--- config.mk ---
export PLATFORM = sky130hd
export DESIGN_NAME = sevenseg_scan_ctrl
export DESIGN_NICKNAME = d
export VERILOG_FILES = /design/src/rtl/sevenseg_scan_ctrl.sv
export SDC_FILE = /design/constraint.sdc
export NUM_CORES = 1
export LEC_CHECK = 0
export ABC_AREA = 1
export BUFFER_PORTS_ARGS = -buffer_cell sky130_fd_sc_hd__buf_2
export CAP_MARGIN = 20
export CORE_MARGIN = 1.5
export CORE_UTILIZATION = 63
export CTS_CLUSTER_DIAMETER = 200
export DETAILED_ROUTE_END_ITERATION = 16
export PLACE_DENSITY = 0.85
export REMOVE_ABC_BUFFERS = 1
export SETUP_SLACK_MARGIN = 0.02
export SLEW_MARGIN = 20
export SYNTH_ARGS = -nofsm -noshare
export SYNTH_HDL_FRONTEND = slang
export SYNTH_SLANG_ARGS = --single-unit
--- constraint.sdc ---
create_clock -name clk_24M -period 3.8 [get_ports clk_24M]
set_clock_uncertainty 0.1 [all_clocks]
set_input_delay 0.38 -clock clk_24M [delete_from_list [all_inputs] [get_ports clk_24M]]
set_output_delay 0.38 -clock clk_24M [all_outputs]
set_load 0.01 [all_outputs]
--- src/rtl/sevenseg_scan_ctrl.sv ---
// Time-multiplexed scan controller for a 4-digit common-anode seven-segment display.
// Decodes a double-buffered 16-bit hex value with per-digit decimal points and leading-zero blanking.
module sevenseg_scan_ctrl #(
  parameter int DIG_PERIOD   = 24000,
  parameter int BLANK_CYCLES = 240,
  parameter bit ZERO_BLANK   = 1'b1
) (
  input  logic        clk_24M,
  input  logic        reset,
  input  logic        load,
  input  logic [15:0] value,
  input  logic [3:0]  dp_in,
  input  logic [3:0]  digit_en,
  output logic        load_pending,
  output logic [3:0]  an,
  output logic [6:0]  seg,
  output logic        dp,
  output logic        frame_done
);

  localparam int CW = (DIG_PERIOD > 1) ? $clog2(DIG_PERIOD) : 1;
  localparam logic [CW-1:0] CNT_LAST  = CW'(DIG_PERIOD - 1);
  localparam logic [CW-1:0] CNT_BLANK = CW'(BLANK_CYCLES);

  logic [CW-1:0] cnt;
  logic [1:0]    idx;
  logic          term;
  logic          boundary;

  logic [15:0]   act_val;
  logic [3:0]    act_dp;
  logic [15:0]   pend_val;
  logic [3:0]    pend_dp;
  logic          pend_flag;

  logic [3:0]    lz_blank;
  logic          higher_clear;
  logic [3:0]    nib;
  logic          lit;
  logic [3:0]    an_nxt;
  logic [6:0]    seg_nxt;
  logic          dp_nxt;

  function automatic logic [6:0] hex_to_seg(input logic [3:0] h);
    case (h)
      4'h0:    return 7'b1000000;
      4'h1:    return 7'b1111001;
      4'h2:    return 7'b0100100;
      4'h3:    return 7'b0110000;
      4'h4:    return 7'b0011001;
      4'h5:    return 7'b0010010;
      4'h6:    return 7'b0000010;
      4'h7:    return 7'b1111000;
      4'h8:    return 7'b0000000;
      4'h9:    return 7'b0010000;
      4'hA:    return 7'b0001000;
      4'hB:    return 7'b0000011;
      4'hC:    return 7'b1000110;
      4'hD:    return 7'b0100001;
      4'hE:    return 7'b0000110;
      default: return 7'b0001110;
    endcase
  endfunction

  assign term     = (cnt == CNT_LAST);
  assign boundary = term && (idx == 2'd3);

  // NOTE: sequential state uses non-blocking assignments so every register samples pre-edge values.
  always_ff @(posedge clk_24M) begin
    if (reset) begin
      cnt <= '0;
      idx <= 2'd0;
    end else if (term) begin
      cnt <= '0;
      idx <= idx + 2'd1;
    end else begin
      cnt <= cnt + CW'(1);
    end
  end

  // NOTE: the value buffers are reset too, so the display shows a defined 0 rather than garbage after reset.
  always_ff @(posedge clk_24M) begin
    if (reset) begin
      pend_val  <= '0;
      pend_dp   <= '0;
      pend_flag <= 1'b0;
      act_val   <= '0;
      act_dp    <= '0;
    end else if (boundary) begin
      // A load landing on the boundary bypasses the pending stage entirely.
      if (load) begin
        act_val <= value;
        act_dp  <= dp_in;
      end else if (pend_flag) begin
        act_val <= pend_val;
        act_dp  <= pend_dp;
      end
      pend_flag <= 1'b0;
    end else if (load) begin
      pend_val  <= value;
      pend_dp   <= dp_in;
      pend_flag <= 1'b1;
    end
  end

  assign load_pending = pend_flag;

  // NOTE: every always_comb output gets a default first so no path can infer a latch.
  always_comb begin
    lz_blank     = 4'b0000;
    higher_clear = 1'b1;
    for (int k = 3; k >= 1; k--) begin
      higher_clear = higher_clear && (act_val[k*4 +: 4] == 4'h0) && !act_dp[k];
      lz_blank[k]  = ZERO_BLANK && higher_clear;
    end
  end

  always_comb begin
    an_nxt  = 4'b1111;
    seg_nxt = 7'b1111111;
    dp_nxt  = 1'b1;
    nib     = act_val[{idx, 2'b00} +: 4];
    lit     = (cnt >= CNT_BLANK) && digit_en[idx] && !lz_blank[idx];
    if (lit) begin
      an_nxt  = ~(4'b0001 << idx);
      seg_nxt = hex_to_seg(nib);
      dp_nxt  = ~act_dp[idx];
    end
  end

  always_ff @(posedge clk_24M) begin
    if (reset) begin
      an         <= 4'b1111;
      seg        <= 7'b1111111;
      dp         <= 1'b1;
      frame_done <= 1'b0;
    end else begin
      an         <= an_nxt;
      seg        <= seg_nxt;
      dp         <= dp_nxt;
      frame_done <= boundary;
    end
  end

endmodule
# After elaboration in Yosys (flattened, before gate mapping)
# Memories as Yosys holds them, arrays and structs flattened. A register that Yosys moved wholly into a read port is not among the register bits.
# Cells that the tools add are included.
# Widths: inputs -> output; s select.
# word_totals
wordCells	54
in_bits	27
rom_bits	112
mem_count	1
output_inout_bits	14
register_bits	64
# op_classes
shift	2
eq_ne	2
reduce_logical	21
bitwise	4
magnitude_cmp	2
addsub	2
mux	10
# memory_table
memory	depth	width	rd	rd_clocked_by_memory_dff	write_ports	line_no	source
(no name shown)	16	7	1	1	0	45	case (h)
# op_table
operator	n
$mux 16	2
$shiftx 16x5->4	1
$add 15x1->15 const B	1
$eq 15x15->1 const B	1
$ge 15x8->1 const B	1
$logic_not 4->1	3
$logic_and 1x1->1	8
$mux 4	2
$bmux 1 s2	3
$reduce_or 2->1	3
$logic_not 1->1	4
$not 4->4	1
$reduce_and 2->1	2
$shl 1x2->4 const A	1
$lt 2x3->1 const B	1
$mux 1	3
$not 1->1	3
$add 2x1->2 const B	1
$eq 2x2->1 const B	1
$reduce_bool 2->1	1

# Logic depth before layout (Yosys ltp)
# Gate-level depths: netlist of the first run.
# logic_depth
depth_word	12
mapped_depth	13
ltp_nobuf	11

# Worst setup path after synthesis of the first run
# OpenSTA, ideal clock, no wires.
# synth_path
path_kind	register to register
start	register idx[0]
end	register seg[3]
path_buffers	2
arrival_ns	1.530
setup_time_ns	0.125
synth_period_minus_slack_ns	1.755
required_ns	3.575
path_slack_ns	2.045
stages_incl_launch_ff	13
cell_sequence	dfxtp_1 buf_2 inv_1 buf_4 nand2_1 nand3_1 nand2_1 inv_1 ha_1 nand2_1 o21ai_0 nand2_1 nand3_1
# synth_between
elab_chain_cells	6
word_cells_on_any_way	10
cone_classes	shift (1); mux (4); bitwise (1); reduce/logical (4)
# synth_lines
item	line_no	source
from (decl)	26	logic [1:0] idx;
from (signal assigned)	75	idx <= idx + 2'd1;
$bmux 1 s2	123	lit = (cnt >= CNT_BLANK) && digit_en[idx] && !lz_blank[idx];
$mux 1 (implied by the code)	123	
$logic_and 1x1->1 or $logic_not 1->1 (tied branches)	123	
$logic_and 1x1->1	123	
$not 1->1 (no line)	n/a	
$reduce_or 2->1 (no line)	n/a	
to (decl)	16	output logic [6:0] seg,
# Parallel ways exist; a longest one is shown, timed or not. The select of a mux whose other input is x is not followed.
# A chain may end at the register's enable or synchronous reset.

# Worst setup path in the final report of the first run
# Same ends and word-level chain as after synthesis.

==> results of run 1 <==
[worst max-delay path by stage]
| stage | startpoint | end |
|---|---|---|
| 2_1_floorplan | idx[0]$_SDFFE_PP0P_ | pend_dp[0]$_SDFFE_PP0P_ |
| 3_3_place_gp | idx[0]$_SDFFE_PP0P_ | seg[3]$_SDFF_PP1_ |
| 3_5_place_dp | idx[0]$_SDFFE_PP0P_ | seg[3]$_SDFF_PP1_ |
| 4_1_cts | idx[0]$_SDFFE_PP0P_ | seg[5]$_SDFF_PP1_ |
| 5_1_grt | idx[0]$_SDFFE_PP0P_ | seg[3]$_SDFF_PP1_ |
| 6_report | idx[0]$_SDFFE_PP0P_ | seg[3]$_SDFF_PP1_ |
[per-stage QoR]
stage / utilization, % / hold WS [ns] / setup WS (ns) / cell area [µm²] / power, mW
floorplan: - / 0.330 / 1.17 / 3670 / 0.859
global placement: 68.1 / 0.342 / 1.56 / 4010 / 0.894
detailed placement: 68.1 / 0.369 / 1.46 / 4010 / 0.899
CTS: 70.9 / 0.105 / 1.44 / 4170 / 1.42
global route: 71.2 / 0.113 / 1.13 / 4190 / 1.47
finish: 71.2 / 0.110 / 1.42 / 4190 / 1.41
[final cells by class]
| class | instances | share of cell area, % |
|---|---|---|
| inverters | 87 | 7.80 |
| multi-input cells | 391 | 45.9 |
| clock buffers | 13 | 3.79 |
| flip-flops and latches | 71 | 33.9 |
| well taps | 75 | 2.24 |
| repair buffers | 47 | 6.21 |
| clock inverters | 1 | 0.120 |
[synthesized netlist by cell type]
cell	instances	share of area (%)
nand2_4	1	0.29
xor2_1	3	0.69
nand2_1	144	14
nand3_2	2	0.52
a31oi_1	2	0.33
nor3_1	6	0.79
ha_1	12	3.9
nor2_1	71	7.0
nand3_1	56	7.3
inv_2	3	0.29
buf_4	2	0.39
buf_1	3	0.29
nor3b_1	3	0.59
o21ai_1	1	0.13
o21a_1	20	3.9
buf_2	7	0.92
clkinv_1	1	0.098
or2_2	1	0.16
o211ai_1	1	0.20
inv_1	83	8.2
clkbuf_1	18	1.8
nor2_8	1	0.52
dfxtp_1	71	37
nand4_1	21	3.4
nand2_2	3	0.49
a21oi_1	30	3.9
nor2_4	1	0.29
buf_6	2	0.59
or2_0	1	0.16
o21ai_0	11	1.4
[logic make-up after synthesis]
kind of cell / count (synthesis)
AND/OR/NAND/NOR: 311
buffers and inverters: 119
AO/OA/AOI/OAI: 65
flip-flops: 71
XOR/XNOR: 3
adder cells (fa/ha/maj): 12
[power by group]
| group | total (mW) | switching (mW) | internal (mW) |
|---|---|---|---|
| clock | 0.526 | 0.261 | 0.265 |
| combinational | 0.112 | 0.0635 | 0.0484 |
| sequential | 0.772 | 0.00991 | 0.762 |
| total | 1.41 | 0.335 | 1.08 |
[per-layer routing]
| metal | part of all wire (%) | GRT usage, % | up-vias |
|---|---|---|---|
| met3 | 4.3 | 7.30 | 8 |
| met4 | 1.1 | 7.93 | 0 |
| met5 | 0 | 0 | - |
| met2 | 47 | 41.8 | 73 |
| met1 | 48 | 31.2 | 1574 |
| li1 | - | - | 1869 |
[cells in the final DEF (no fill, tap or decap), types with 2 or more instances in the layout]
cell      instances
nor2_1           71
ha_1             12
a21oi_1          30
inv_2             3
nand2_2           3
o21ai_0          11
xor2_1            3
clkbuf_8         11
nor3_1            6
nand4_1          21
dfxtp_1          71
nand3_1          56
nand2_1         144
nor3b_1           3
inv_1            83
buf_4             6
o21a_1           20
clkbuf_1          2
nand3_2           2
a31oi_1           2
buf_2            40
[sequential cells by signal, indices dropped and copies added, names as in the netlist, 2 cells and up]
signal	cells
act_val	16
pend_val	16
cnt	15
pend_dp	4
an	4
seg	7
idx	2
act_dp	4
==> flow_metrics.env, run 1 <==
export IMPL_multiInputGateArea_um2=1920
export IMPL_initial_core_util_pct=64.9
export IMPL_drt_iter0_markers=166
export IMPL_reg2reg_to="seg[3]$_SDFF_PP1_"
export IMPL_cts_max_level=3
export IMPL_final_seq_area_um2=1420
export IMPL_tns_ns=0
export IMPL_port_buffers=40
export IMPL_grt_pass1_vias=2988
export IMPL_cts_tree="done"
export IMPL_gp_congestion=0.868
export IMPL_antenna_cells=0
export IMPL_syn_area_um2=3820
export IMPL_postRouteAntennaNets=0
export IMPL_drc=0
export IMPL_timing_final_crit_share_pct=62.7
export IMPL_ys_types=30
export IMPL_critPathLaunchType="register"
export IMPL_gr_total_overflow=0
export IMPL_dp_cells=670
export IMPL_path_delay_family="flip-flops"
export IMPL_tightest_slew_ns=0.697
export IMPL_drv_cap=0
export IMPL_synth_top_family_by_area="simple AND/OR/NAND/NOR gates"
export IMPL_routed_wl_um=7660
export IMPL_min_from="reset"
export IMPL_synth_simple_area_share_pct=35.7
export IMPL_cts_setup_buffers=0
export IMPL_synth_compound_area_share_pct=9.95
export IMPL_cts_resized=0
export IMPL_path_buf_inv=2
export IMPL_ios=41
export IMPL_dieHeight_um=80.9
export IMPL_slowest_delay_ns=0.68
export IMPL_ff2ff_path_depth=10
export IMPL_ys_seq_area_share_pct=37.2
export IMPL_holdBufCountCts=0
export IMPL_vdd_ir_drop_worst_mv=0.258
export IMPL_synthMuxAreaShare_pct=0
export IMPL_syn_inst=581
export IMPL_fill_cells=521
export IMPL_cp_slowest_cell="dfxtp_1"
export IMPL_drv_slew=0
export IMPL_dieArea_um2=6540
export IMPL_hold_viol=0
export IMPL_synth_adder_area_share_pct=3.93
export IMPL_p_leak_nw=2.02
export IMPL_end_kind="register"
export IMPL_insertion_delay_ns=0.35
export IMPL_r2r_start="idx[0]$_SDFFE_PP0P_"
export IMPL_crit_type="register to register"
export IMPL_period_needed_ns=2.38
export IMPL_path_common_cell="nand2_1"
export IMPL_grt_pass1_wl_um=12800
export IMPL_vias_per_cell=5.14
export IMPL_drtPass1Iterations=5
export IMPL_antenna_found_initial=0
export IMPL_nets=646
export IMPL_grt_use_total_pct=25.1
export IMPL_ys_warn_count=0
export IMPL_wl_per_cell_um=11.2
export IMPL_area_growth_pct=9.59
export IMPL_die_w_um=80.9
export IMPL_rows=28
export IMPL_cts_inserted_buffers=9
export IMPL_synth_xor_area_share_pct=0.688
export IMPL_cp_data_arrival_time_ns=2.48
export IMPL_core_um2=5890
export IMPL_clkSinkCount=71
export IMPL_slew_headroom_pct=53.4
export IMPL_critPathMaxFanout=19
export IMPL_instances_no_fill=685
export IMPL_hold_end="frame_done$_SDFF_PP0_"
export IMPL_dr_total_vias=3524
export IMPL_dp_hpwl_um=5220
export IMPL_grt_max_degree=46
export IMPL_r2r_slack_ns=1.42
export IMPL_ys_ff_latch=71
export IMPL_whs_path_depth=2
export IMPL_hold_class="primary input to register"
export IMPL_cts_root_buf="clkbuf_8"
export IMPL_syn_area_per_cell_um2=6.58
export IMPL_cts_buffer_depth=2
export IMPL_drive_gt1_share_pct=11.6
export IMPL_fmax_ghz=0.420
export IMPL_clk_pin_slew_ns=0.07
export IMPL_crit_chain="inv_1 > nand2_1 > nand3_1 > nand2_1 > inv_1 > ha_1 > nand2_1 > o21ai_0 > nand2_1 > nand3_1"
export IMPL_grt_setup_unrepaired="false"
export IMPL_status="complete, no violations"
export IMPL_pwr_density_cell_nw_per_um2=337
export IMPL_finalSetupViolCount=0
export IMPL_path_depth=10
export IMPL_cp_required_ns=3.90
Note: power is estimated with default switching activity, not from simulation.
==> inputs of run 2 (changes only) <==
--- a/config.mk
+++ b/config.mk
@@ -9,10 +9,10 @@
 export BUFFER_PORTS_ARGS = -buffer_cell sky130_fd_sc_hd__buf_2
 export CAP_MARGIN = 20
 export CORE_MARGIN = 1.5
-export CORE_UTILIZATION = 63
+export CORE_UTILIZATION = 59
 export CTS_CLUSTER_DIAMETER = 200
 export DETAILED_ROUTE_END_ITERATION = 16
-export PLACE_DENSITY = 0.85
+export PLACE_DENSITY = 0.8
 export REMOVE_ABC_BUFFERS = 1
 export SETUP_SLACK_MARGIN = 0.02
 export SLEW_MARGIN = 20
==> constraint.sdc (replaced) <==
create_clock -name clk_24M -period 2.33 [get_ports clk_24M]
set_clock_uncertainty 0.1 [all_clocks]
set_input_delay 0.233 -clock clk_24M [delete_from_list [all_inputs] [get_ports clk_24M]]
set_output_delay 0.233 -clock clk_24M [all_outputs]
set_load 0.01 [all_outputs]
==> run 2 against run 1 <==
Clock-buffer cell count down 2. Cell count up 0.88%. Maximum frequency up 14%. Worst setup slack worse by 1.2 ns. Sequential cell count unchanged. First-iteration DRC count up 19%. Clock power up 57%.
==> flow_metrics.env, run 2 (same netlist as run 1, synthesis figures left out) <==
export IMPL_status="complete, no violations"
export IMPL_antenna_cells=0
export IMPL_hold_viol=0
export IMPL_tightest_slew_ns=0.416
export IMPL_grt_pass1_wl_um=13500
export IMPL_p_sw_mw=0.550
export IMPL_routed_wl_um=7890
export IMPL_drv_cap=0
export IMPL_cts_resized=0
export IMPL_instances_no_fill=691
export IMPL_fmax_ghz=0.478
export IMPL_core_um2=6310
export IMPL_cp_slowest_cell="dfxtp_1"
export IMPL_vias_per_cell=5.12
export IMPL_slew_headroom_pct=72.1
export IMPL_grt_pass1_vias=3199
export IMPL_timing_final_crit_share_pct=89.8
export IMPL_drtPass1Iterations=4
export IMPL_pwr_density_cell_nw_per_um2=538
export IMPL_cts_root_buf="clkbuf_8"
export IMPL_ios=41
export IMPL_gr_total_overflow=0
export IMPL_top_regs="act_val (16), pend_val (16), cnt (15)"
export IMPL_p_leak_nw=2.03
export IMPL_switching_share_pct=24.3
export IMPL_drv_slew=0
export IMPL_dp_cells=677
export IMPL_intPower_mw=1.72
export IMPL_layout_common_cells="nand2_1 (144), inv_1 (83), nor2_1 (71), dfxtp_1 (71), nand3_1 (56)"
export IMPL_gp_congestion=0.892
export IMPL_cp_required_ns=2.51
export IMPL_dr_total_vias=3538
export IMPL_die_w_um=83.5
export IMPL_path_delay_family="simple AND/OR/NAND/NOR gates"
export IMPL_vdd_ir_drop_worst_mv=0.455
export IMPL_p_total_mw=2.27
export IMPL_cts_max_level=3
export IMPL_clk_pin_slew_ns=0.07
export IMPL_postRouteAntennaNets=0
export IMPL_hold_class="primary input to register"
export IMPL_dieHeight_um=83.5
export IMPL_critPathMaxFanout=20
export IMPL_layout_commonest_cell="nand2_1"
export IMPL_grt_setup_unrepaired="false"
export IMPL_cts_inserted_buffers=9
export IMPL_dieArea_um2=6970
export IMPL_area_growth_pct=10.2
export IMPL_period_needed_ns=2.09
export IMPL_slowest_delay_ns=0.38
export IMPL_critPathLaunchType="register"
export IMPL_wl_per_cell_um=11.4
export IMPL_antenna_found_initial=0
export IMPL_drc=0
export IMPL_cts_tree="done"
export IMPL_cts_setup_buffers=0
export IMPL_combPwrFrac_pct=8.1
export IMPL_insertion_delay_ns=0.35
export IMPL_cp_data_arrival_time_ns=2.27
export IMPL_tns_ns=0
export IMPL_drt_iter0_markers=197
export IMPL_initial_core_util_pct=60.5
export IMPL_rows=29
export IMPL_nets=651
export IMPL_clkSinkCount=71
export IMPL_end_kind="register"
export IMPL_finalSetupViolCount=0
export IMPL_crit_type="register to register"
export IMPL_port_buffers=40
export IMPL_dp_hpwl_um=5510
export IMPL_utilization_pct=66.7
export IMPL_drive_gt1_share_pct=12.2
export IMPL_grt_max_degree=42
export IMPL_crit_chain="ha_1 > nand2_1 > nor2_1 > nand3_2 > nor2_8 > nand3_2 > nand2_2 > inv_2 > nor2_1"
export IMPL_path_buf_inv=1
export IMPL_grt_use_total_pct=23.5
export IMPL_clockPowerShare_pct=36.4
export IMPL_cts_buffer_depth=2
export IMPL_power_share_sequential_pct=55.6
-- run 2: cell count changes in the layout (fill, tap and decap cells not counted) --
cell / change
buf_4: +5
buf_8: -1
clkbuf_1: -1
dlygate4sd3_1: +1
clkinv_2: +1
clkbuf_8: -1
-- run 2: final timing paths --
path	slack, ns	cells past startpoint	startpoint	endpoint
max reg2reg	0.24	9	cnt[0]$_SDFF_PP0_	act_val[10]$_SDFFE_PP0P_
min reg2reg	0.38	2	pend_val[5]$_SDFFE_PP0P_	pend_val[5]$_SDFFE_PP0P_
min	0.11	5	value[13]	pend_val[13]$_SDFFE_PP0P_
max	0.24	9	cnt[0]$_SDFF_PP0_	act_val[10]$_SDFFE_PP0P_
-- run 2: worst register-to-register path, stage by stage (launching register included) --
cell,delay [ns]
dfxtp_1,0.38
ha_1,0.20
nand2_1,0.07
nor2_1,0.15
nand3_2,0.19
nor2_8,0.24
nand3_2,0.36
nand2_2,0.16
inv_2,0.04
nor2_1,0.13
-- run 2: per-layer routing --
layer | up-vias | GRT usage (%) | share of wire [%]
li1 | 1876 | - | -
met1 | 1591 | 28.0 | 47
met2 | 60 | 41.5 | 48
met3 | 11 | 5.44 | 3.8
met4 | 0 | 8.79 | 1.3
met5 | - | 0 | 0
-- run 2: layout make-up --
class | count | area (µm²)
Fill cell | 568 | 2100
Clock buffer | 11 | 141
Inverter | 87 | 327
Sequential cell | 71 | 1420
Timing Repair Buffer | 52 | 293
Multi-Input combinational cell | 391 | 1920
Tap cell | 77 | 96.3
Clock inverter | 2 | 10.0
-- run 2: through the flow --
step	hold slack, ns	cell area, µm²	setup WS (ns)
3_5_place_dp	0.322	4050	0.223
2_1_floorplan	0.205	3670	-0.303
3_3_place_gp	0.312	4050	0.360
5_1_grt	0.130	4210	0.0692
4_1_cts	0.107	4210	0.226
6_report	0.111	4210	0.238
-- run 2: timing repair --
| item | CTS | global route |
|---|---|---|
| hold endpoints to repair | 1 | 0 |
| endpoints found under the setup margin | 0 | 0 |
| hold buffers | 1 | 0 |
-- run 2: power groups by stage --
| stage | clock [mW] | sequential, mW | combinational [mW] |
|---|---|---|---|
| after global placement | 0 | 1.28 | 0.175 |
| after global routing | 0.888 | 1.26 | 0.209 |
| final | 0.824 | 1.26 | 0.182 |
| after CTS | 0.843 | 1.26 | 0.183 |
| after detailed placement | 0 | 1.29 | 0.181 |
| after floorplan | 0 | 1.28 | 0.118 |
